## config.mk

```make
export PLATFORM = sky130hd
export DESIGN_NAME = rv32i_hazard_ctrl
export DESIGN_NICKNAME = d
export VERILOG_FILES = /design/src/rtl/rv32i_pkg.sv /design/src/rtl/rv32i_iw_decode.sv /design/src/rtl/rv32i_hazard_ctrl.sv
export SDC_FILE = /design/constraint.sdc
export NUM_CORES = 1
export LEC_CHECK = 0
export BUFFER_PORTS_ARGS = -buffer_cell sky130_fd_sc_hd__clkbuf_2
export CORE_AREA = 2 2 77 115
export CTS_BUF_LIST = sky130_fd_sc_hd__clkbuf_16
export CTS_CLUSTER_SIZE = 14
export DETAILED_ROUTE_END_ITERATION = 16
export DIE_AREA = 0 0 79 117
export PLACE_DENSITY_LB_ADDON = 0.3
export SYNTH_ARGS = -nofsm -noshare
export SYNTH_HDL_FRONTEND = slang
export SYNTH_HIERARCHICAL = 1
export SYNTH_SLANG_ARGS = --single-unit
```

## constraint.sdc

```tcl
create_clock -name clk -period 4.5 [get_ports clk]
set_input_delay 0.45 -clock clk [delete_from_list [all_inputs] [get_ports clk]]
set_output_delay 0.45 -clock clk [all_outputs]
set_load 0.05 [all_outputs]
```

## src/rtl/rv32i_pkg.sv

```systemverilog
// Shared definitions for the RV32I hazard controller: opcode constants,
// controller state encoding and the shadow-pipeline slot record.
package rv32i_pkg;

  localparam logic [6:0] OP_REG    = 7'b0110011;
  localparam logic [6:0] OP_IMM    = 7'b0010011;
  localparam logic [6:0] OP_LOAD   = 7'b0000011;
  localparam logic [6:0] OP_STORE  = 7'b0100011;
  localparam logic [6:0] OP_BRANCH = 7'b1100011;
  localparam logic [6:0] OP_JALR   = 7'b1100111;
  localparam logic [6:0] OP_JAL    = 7'b1101111;
  localparam logic [6:0] OP_LUI    = 7'b0110111;
  localparam logic [6:0] OP_AUIPC  = 7'b0010111;

  localparam int CNT_W = 16;

  typedef enum logic [1:0] {
    ST_RUN   = 2'd0,
    ST_STALL = 2'd1,
    ST_FLUSH = 2'd2
  } hz_state_e;

  typedef struct packed {
    logic       valid;
    logic [4:0] rd;
  } slot_t;

  // True when an in-flight slot will write the given source register.
  function automatic logic slot_hit(input slot_t s, input logic [4:0] r);
    return s.valid && (s.rd == r);
  endfunction

endpackage

```

## src/rtl/rv32i_iw_decode.sv

```systemverilog
// Register-usage decode of an RV32I instruction word: which sources are
// read and whether a (nonzero) destination is written.
module rv32i_iw_decode
  import rv32i_pkg::*;
(
  input  logic [31:0] id_iw,
  output logic [4:0]  rs1,
  output logic [4:0]  rs2,
  output logic        rs1_used,
  output logic        rs2_used,
  output logic        wr_en,
  output logic [4:0]  rd
);

  logic [6:0] opcode;
  logic       writes_rd;
  // funct fields do not affect register usage.
  logic       unused_funct;

  assign opcode       = id_iw[6:0];
  assign rd           = id_iw[11:7];
  assign rs1          = id_iw[19:15];
  assign rs2          = id_iw[24:20];
  assign unused_funct = ^{id_iw[31:25], id_iw[14:12]};

  // NOTE: every always_comb output gets a default first so no path infers a latch.
  always_comb begin
    rs1_used  = 1'b0;
    rs2_used  = 1'b0;
    writes_rd = 1'b0;
    unique case (opcode)
      OP_REG:    begin rs1_used = 1'b1; rs2_used = 1'b1; writes_rd = 1'b1; end
      OP_IMM:    begin rs1_used = 1'b1; writes_rd = 1'b1; end
      OP_LOAD:   begin rs1_used = 1'b1; writes_rd = 1'b1; end
      OP_STORE:  begin rs1_used = 1'b1; rs2_used = 1'b1; end
      OP_BRANCH: begin rs1_used = 1'b1; rs2_used = 1'b1; end
      OP_JALR:   begin rs1_used = 1'b1; writes_rd = 1'b1; end
      OP_JAL:    writes_rd = 1'b1;
      OP_LUI:    writes_rd = 1'b1;
      OP_AUIPC:  writes_rd = 1'b1;
      default:   ;
    endcase
  end

  assign wr_en = writes_rd && (rd != 5'd0);

endmodule

```

## src/rtl/rv32i_hazard_ctrl.sv

```systemverilog
// Stall/flush controller for a 5-stage RV32I pipeline without bypassing:
// tracks in-flight destinations in a shadow EX/MEM/WB pipeline.
module rv32i_hazard_ctrl
  import rv32i_pkg::*;
(
  input  logic             clk,
  input  logic             reset_n,
  input  logic             id_valid,
  input  logic [31:0]      id_iw,
  input  logic             ex_redirect,
  output logic             pc_stall,
  output logic             ifid_stall,
  output logic             ifid_kill,
  output logic             idex_bubble,
  output logic             pc_redirect,
  output logic [1:0]       state_o,
  output logic [CNT_W-1:0] stall_cnt,
  output logic [CNT_W-1:0] flush_cnt
);

  logic [4:0] rs1, rs2, rd;
  logic       rs1_used, rs2_used, wr_en;

  rv32i_iw_decode u_decode (
    .id_iw    (id_iw),
    .rs1      (rs1),
    .rs2      (rs2),
    .rs1_used (rs1_used),
    .rs2_used (rs2_used),
    .wr_en    (wr_en),
    .rd       (rd)
  );

  hz_state_e       state_q, state_d;
  slot_t           ex_q, mem_q, wb_q, ex_d;
  logic [CNT_W-1:0] stall_cnt_q, flush_cnt_q;
  logic            rs1_hit, rs2_hit, hazard, issue;

  // WB counts as a conflict: the register file writes and reads in the same cycle without bypass.
  assign rs1_hit = rs1_used && (rs1 != 5'd0) &&
                   (slot_hit(ex_q, rs1) || slot_hit(mem_q, rs1) || slot_hit(wb_q, rs1));
  assign rs2_hit = rs2_used && (rs2 != 5'd0) &&
                   (slot_hit(ex_q, rs2) || slot_hit(mem_q, rs2) || slot_hit(wb_q, rs2));
  assign hazard  = id_valid && (rs1_hit || rs2_hit);

  always_comb begin
    state_d     = ST_RUN;
    pc_stall    = 1'b0;
    ifid_stall  = 1'b0;
    ifid_kill   = 1'b0;
    idex_bubble = 1'b0;
    pc_redirect = 1'b0;
    issue       = 1'b0;
    if (ex_redirect) begin
      state_d     = ST_FLUSH;
      pc_redirect = 1'b1;
      ifid_kill   = 1'b1;
      idex_bubble = 1'b1;
    end else if (state_q == ST_FLUSH) begin
      // The word in ID was fetched before the redirect took effect; squash it unseen.
      ifid_kill   = 1'b1;
      idex_bubble = 1'b1;
    end else if (hazard) begin
      state_d     = ST_STALL;
      pc_stall    = 1'b1;
      ifid_stall  = 1'b1;
      idex_bubble = 1'b1;
    end else begin
      issue = id_valid;
    end
  end

  assign ex_d = issue ? '{valid: wr_en, rd: rd} : '0;

  // NOTE: state is updated with non-blocking assignments so every register samples pre-edge values.
  // NOTE: the three slots are plain flops, not a memory, so they are reset like any other state.
  always_ff @(posedge clk or negedge reset_n) begin
    if (!reset_n) begin
      state_q     <= ST_RUN;
      ex_q        <= '0;
      mem_q       <= '0;
      wb_q        <= '0;
      stall_cnt_q <= '0;
      flush_cnt_q <= '0;
    end else begin
      state_q <= state_d;
      ex_q    <= ex_d;
      mem_q   <= ex_q;
      wb_q    <= mem_q;
      if (state_d == ST_STALL && stall_cnt_q != '1) stall_cnt_q <= stall_cnt_q + 1'b1;
      if (ex_redirect && flush_cnt_q != '1)         flush_cnt_q <= flush_cnt_q + 1'b1;
    end
  end

  assign state_o   = state_q;
  assign stall_cnt = stall_cnt_q;
  assign flush_cnt = flush_cnt_q;

endmodule

```

==> impl_metrics.toml <==
[outcome]
status = "finished clean"

[synthesis]
ys_top_cells_by_count = "52 x dfrtp_1, 43 x xor2_1, 18 x nand3_1"
synth.most_common_cell = "dfrtp_1"
synth.area.top_cells = "dfrtp_1 46%, xor2_1 13%, xnor2_1 4.7%, buf_4 4.5%, nand3_1 3.2%"
yosysTopAreaCell = "dfrtp_1"
synth_seq_area_share_pct = 46.1
synth_edf_count = 0
async_reset_ff_share_pct = 100
synth_ff_type = "dfrtp_1"
synth_warnings = 6
synth.distinct_cells = 39
syn_avg_cell_area_sq_um = 11.0
synthesis.area_sq_mm = 0.00282
synthesis.nets = 294
synth_top_area_share_pct = 46.1
ys_ff_latch = 52
syn_inst = 256

[global_route]
grt_pass1_wl_microns = 9890
antenna_found_initial = 0
grt_max_degree = 53
grt_pass1_vias = 2079
grt_use_total_pct = 13.7
grt-ovfl-total = 0

[pwr]
power_density_mw_per_mm2 = 361
power_mw = 1.18
peakVddDrop_mv = 0.305
p_leak_nw = 1.61

[timing]
fin_skew_ns = 0.00583
slew_headroom_pct = 55.2
slew_viol_final = 0
final_hold_viol_count = 0
setup_viol = 0
max_slew.worst_pin.slew_ns = 0.672
timing.final.crit_period_ns = 3.26
period_share_pct = 72.5
rsz0062_at_grt = "no"
max_freq_mhz = 306
fin_setup_tns_ns = 0

[drt]
vias_per_cell = 4.92
drt-initial-drc-count = 121
via_count = 2051
drtPass1Iterations = 4
antenna_left = 0
finalWirelength_microns = 5890
post_drt_wl_per_cell_microns = 14.1
drc = 0

[finish]
syn_to_final_growth_pct = 16.3
diodes = 0
nFillCells = 859
seqCellArea_sq_mm = 0.00130
drive_above_1_share_pct = 29.0
multi_input_area_sq_mm = 0.00134
nNetsFinal = 347
final_area_sq_mm = 0.00328

[clock_tree]
cts_inserted_buffers = 5
hold_buffers = 0
cts_setup_buffers = 0
clock_sinks = 52
clk_path_buf_depth = 2
clk_latency_ns = 0.30
clkTransAtPathRegs_ns = 0.07
root_buffer = "clkbuf_16"
cts_tree = "done"
cts_htree_levels = 2
cts_resized = 0

[worst_setup_path]
cp_slowest_stage_delay_ns = 0.45
crit_path_end_kind = "output port"
path_class = "input port to output port"
cp.required_ns = 4.05
path_buf_inv = 2
path_cells = "clkbuf_2, or2b_1, a2111oi_0, o21ai_0, a31o_2, and2_1, nor3_1, clkbuf_2"
start_kind = "input port"
path_delay_family = "compound AO/OA/AOI/OAI gates"
worstPathMaxFanout = 16
cp_common_cell = "clkbuf_2"
critPathSlowestCell = "a2111oi_0"
critical_path_arrival_ns = 2.81

[placed_design]
gp_congestion = 0.826
io_buffers = 64
placed_area_sq_mm = 0.00313
post-dp-hpwl_microns = 4400

[floorplan]
rows = 41
coreArea_sq_mm = 0.00831
initial_core_util_pct = 34.0
die_x_microns = 79
die_y_microns = 117
io_pins = 75
dieArea_sq_mm = 0.00924

[run]
maxCapViolations = 0

[min_path]
hp-class = "input port to async pin"
[final timing paths]
| kind | startpoint | end | slack, ns | depth (start not counted) |
|---|---|---|---|---|
| hold reg to reg | mem_q[5] | wb_q[5] | 0.40 | 0 |
| min in group clk | ex_redirect | state_o[1] | 0.38 | 1 |
| setup reg to reg | mem_q[4] | stall_cnt[1] | 2.20 | 6 |
| max in group asynchronous | reset_n | flush_cnt[12] | 3.78 | 2 |
| setup / recovery | id_iw[5] | pc_stall | 1.24 | 8 |
| hold / removal | reset_n | stall_cnt[9] | 0.26 | 2 |
[cell usage in the layout, fill, tap and decap left out, drive strengths merged, types with 3 or more instances in the layout]
| master | n |
|---|---|
| nor3 | 9 |
| a21oi | 9 |
| or2 | 3 |
| nor4 | 7 |
| nor2 | 5 |
| a211oi | 7 |
| and2 | 3 |
| and3 | 9 |
| o21ai | 3 |
| nand2 | 14 |
| nand3 | 18 |
| or4 | 3 |
| dfrtp | 52 |
| xor2 | 43 |
| nand4 | 9 |
| inv | 10 |
| xnor2 | 15 |
| clkbuf | 69 |
| a2111oi | 5 |
[worst reg2reg max path, stage by stage (launching register included)]
cell	delay, ns
dfrtp_1	0.42
xor2_1	0.18
nor4_1	0.39
nand3_1	0.13
a31o_2	0.42
a21oi_1	0.29
mux2_2	0.36
[power by group]
part	internal, mW	total (mW)	leakage [nW]	switching [mW]
Sequential	0.500	0.540	0.694	0.0406
Combinational	0.0690	0.249	0.844	0.180
Clock	0.209	0.395	0.0742	0.186
[registers in the layout, indices dropped and copies added, names as in the netlist]
name,cells
ex_q,6
wb_q,6
state_o,2
mem_q,6
flush_cnt,16
stall_cnt,16
[metrics by stage]
step | utilization (%) | std cells | setup WS (ns) | hold WS (ns)
final | 39.5 | 417 | 1.24 | 0.256
after global routing | 39.5 | 417 | 0.883 | 0.353
after CTS | 39.5 | 417 | 1.13 | 0.302
after detailed placement | 37.7 | 409 | 1.15 | 0.392
after global placement | 37.7 | 409 | 1.24 | 0.393
after floorplan | - | 256 | 0.870 | 0.154
[cell type report]
class	count	share of cell area, %
Multi-Input combinational cell	176	40.7
Sequential cell	52	39.7
Timing Repair Buffer	65	9.99
Tap cell	107	4.08
Clock buffer	5	3.81
Inverter	9	1.03
Clock inverter	3	0.686
[metal layers]
metal / share of wire (%) / track usage [%] / wire [microns] / vias up
met2: 51 / 24.0 / 3020 / 51
met5: 0 / 0 / 0 / -
met4: 2.3 / 6.09 / 137 / 0
met3: 6.2 / 3.60 / 363 / 10
met1: 40 / 15.7 / 2370 / 995
li1: - / - / - / 995
[logic make-up (layout without fill, tap and decap cells)]
| kind of cell | count (synthesis) | count (layout) | synth area share (%) |
|---|---|---|---|
| and+or+nand+nor | 83 | 83 | 16.1 |
| xor gates and xnor gates | 58 | 58 | 18.0 |
| DFF | 52 | 52 | 46.1 |
| AOI/OAI and AO/OA | 31 | 31 | 11.6 |
| buffers and inverters | 28 | 82 | 6.52 |
| adders and majority gates | 2 | 2 | 0.887 |
| muxes | 2 | 2 | 0.754 |
Note: power is estimated with default switching activity, not from simulation.
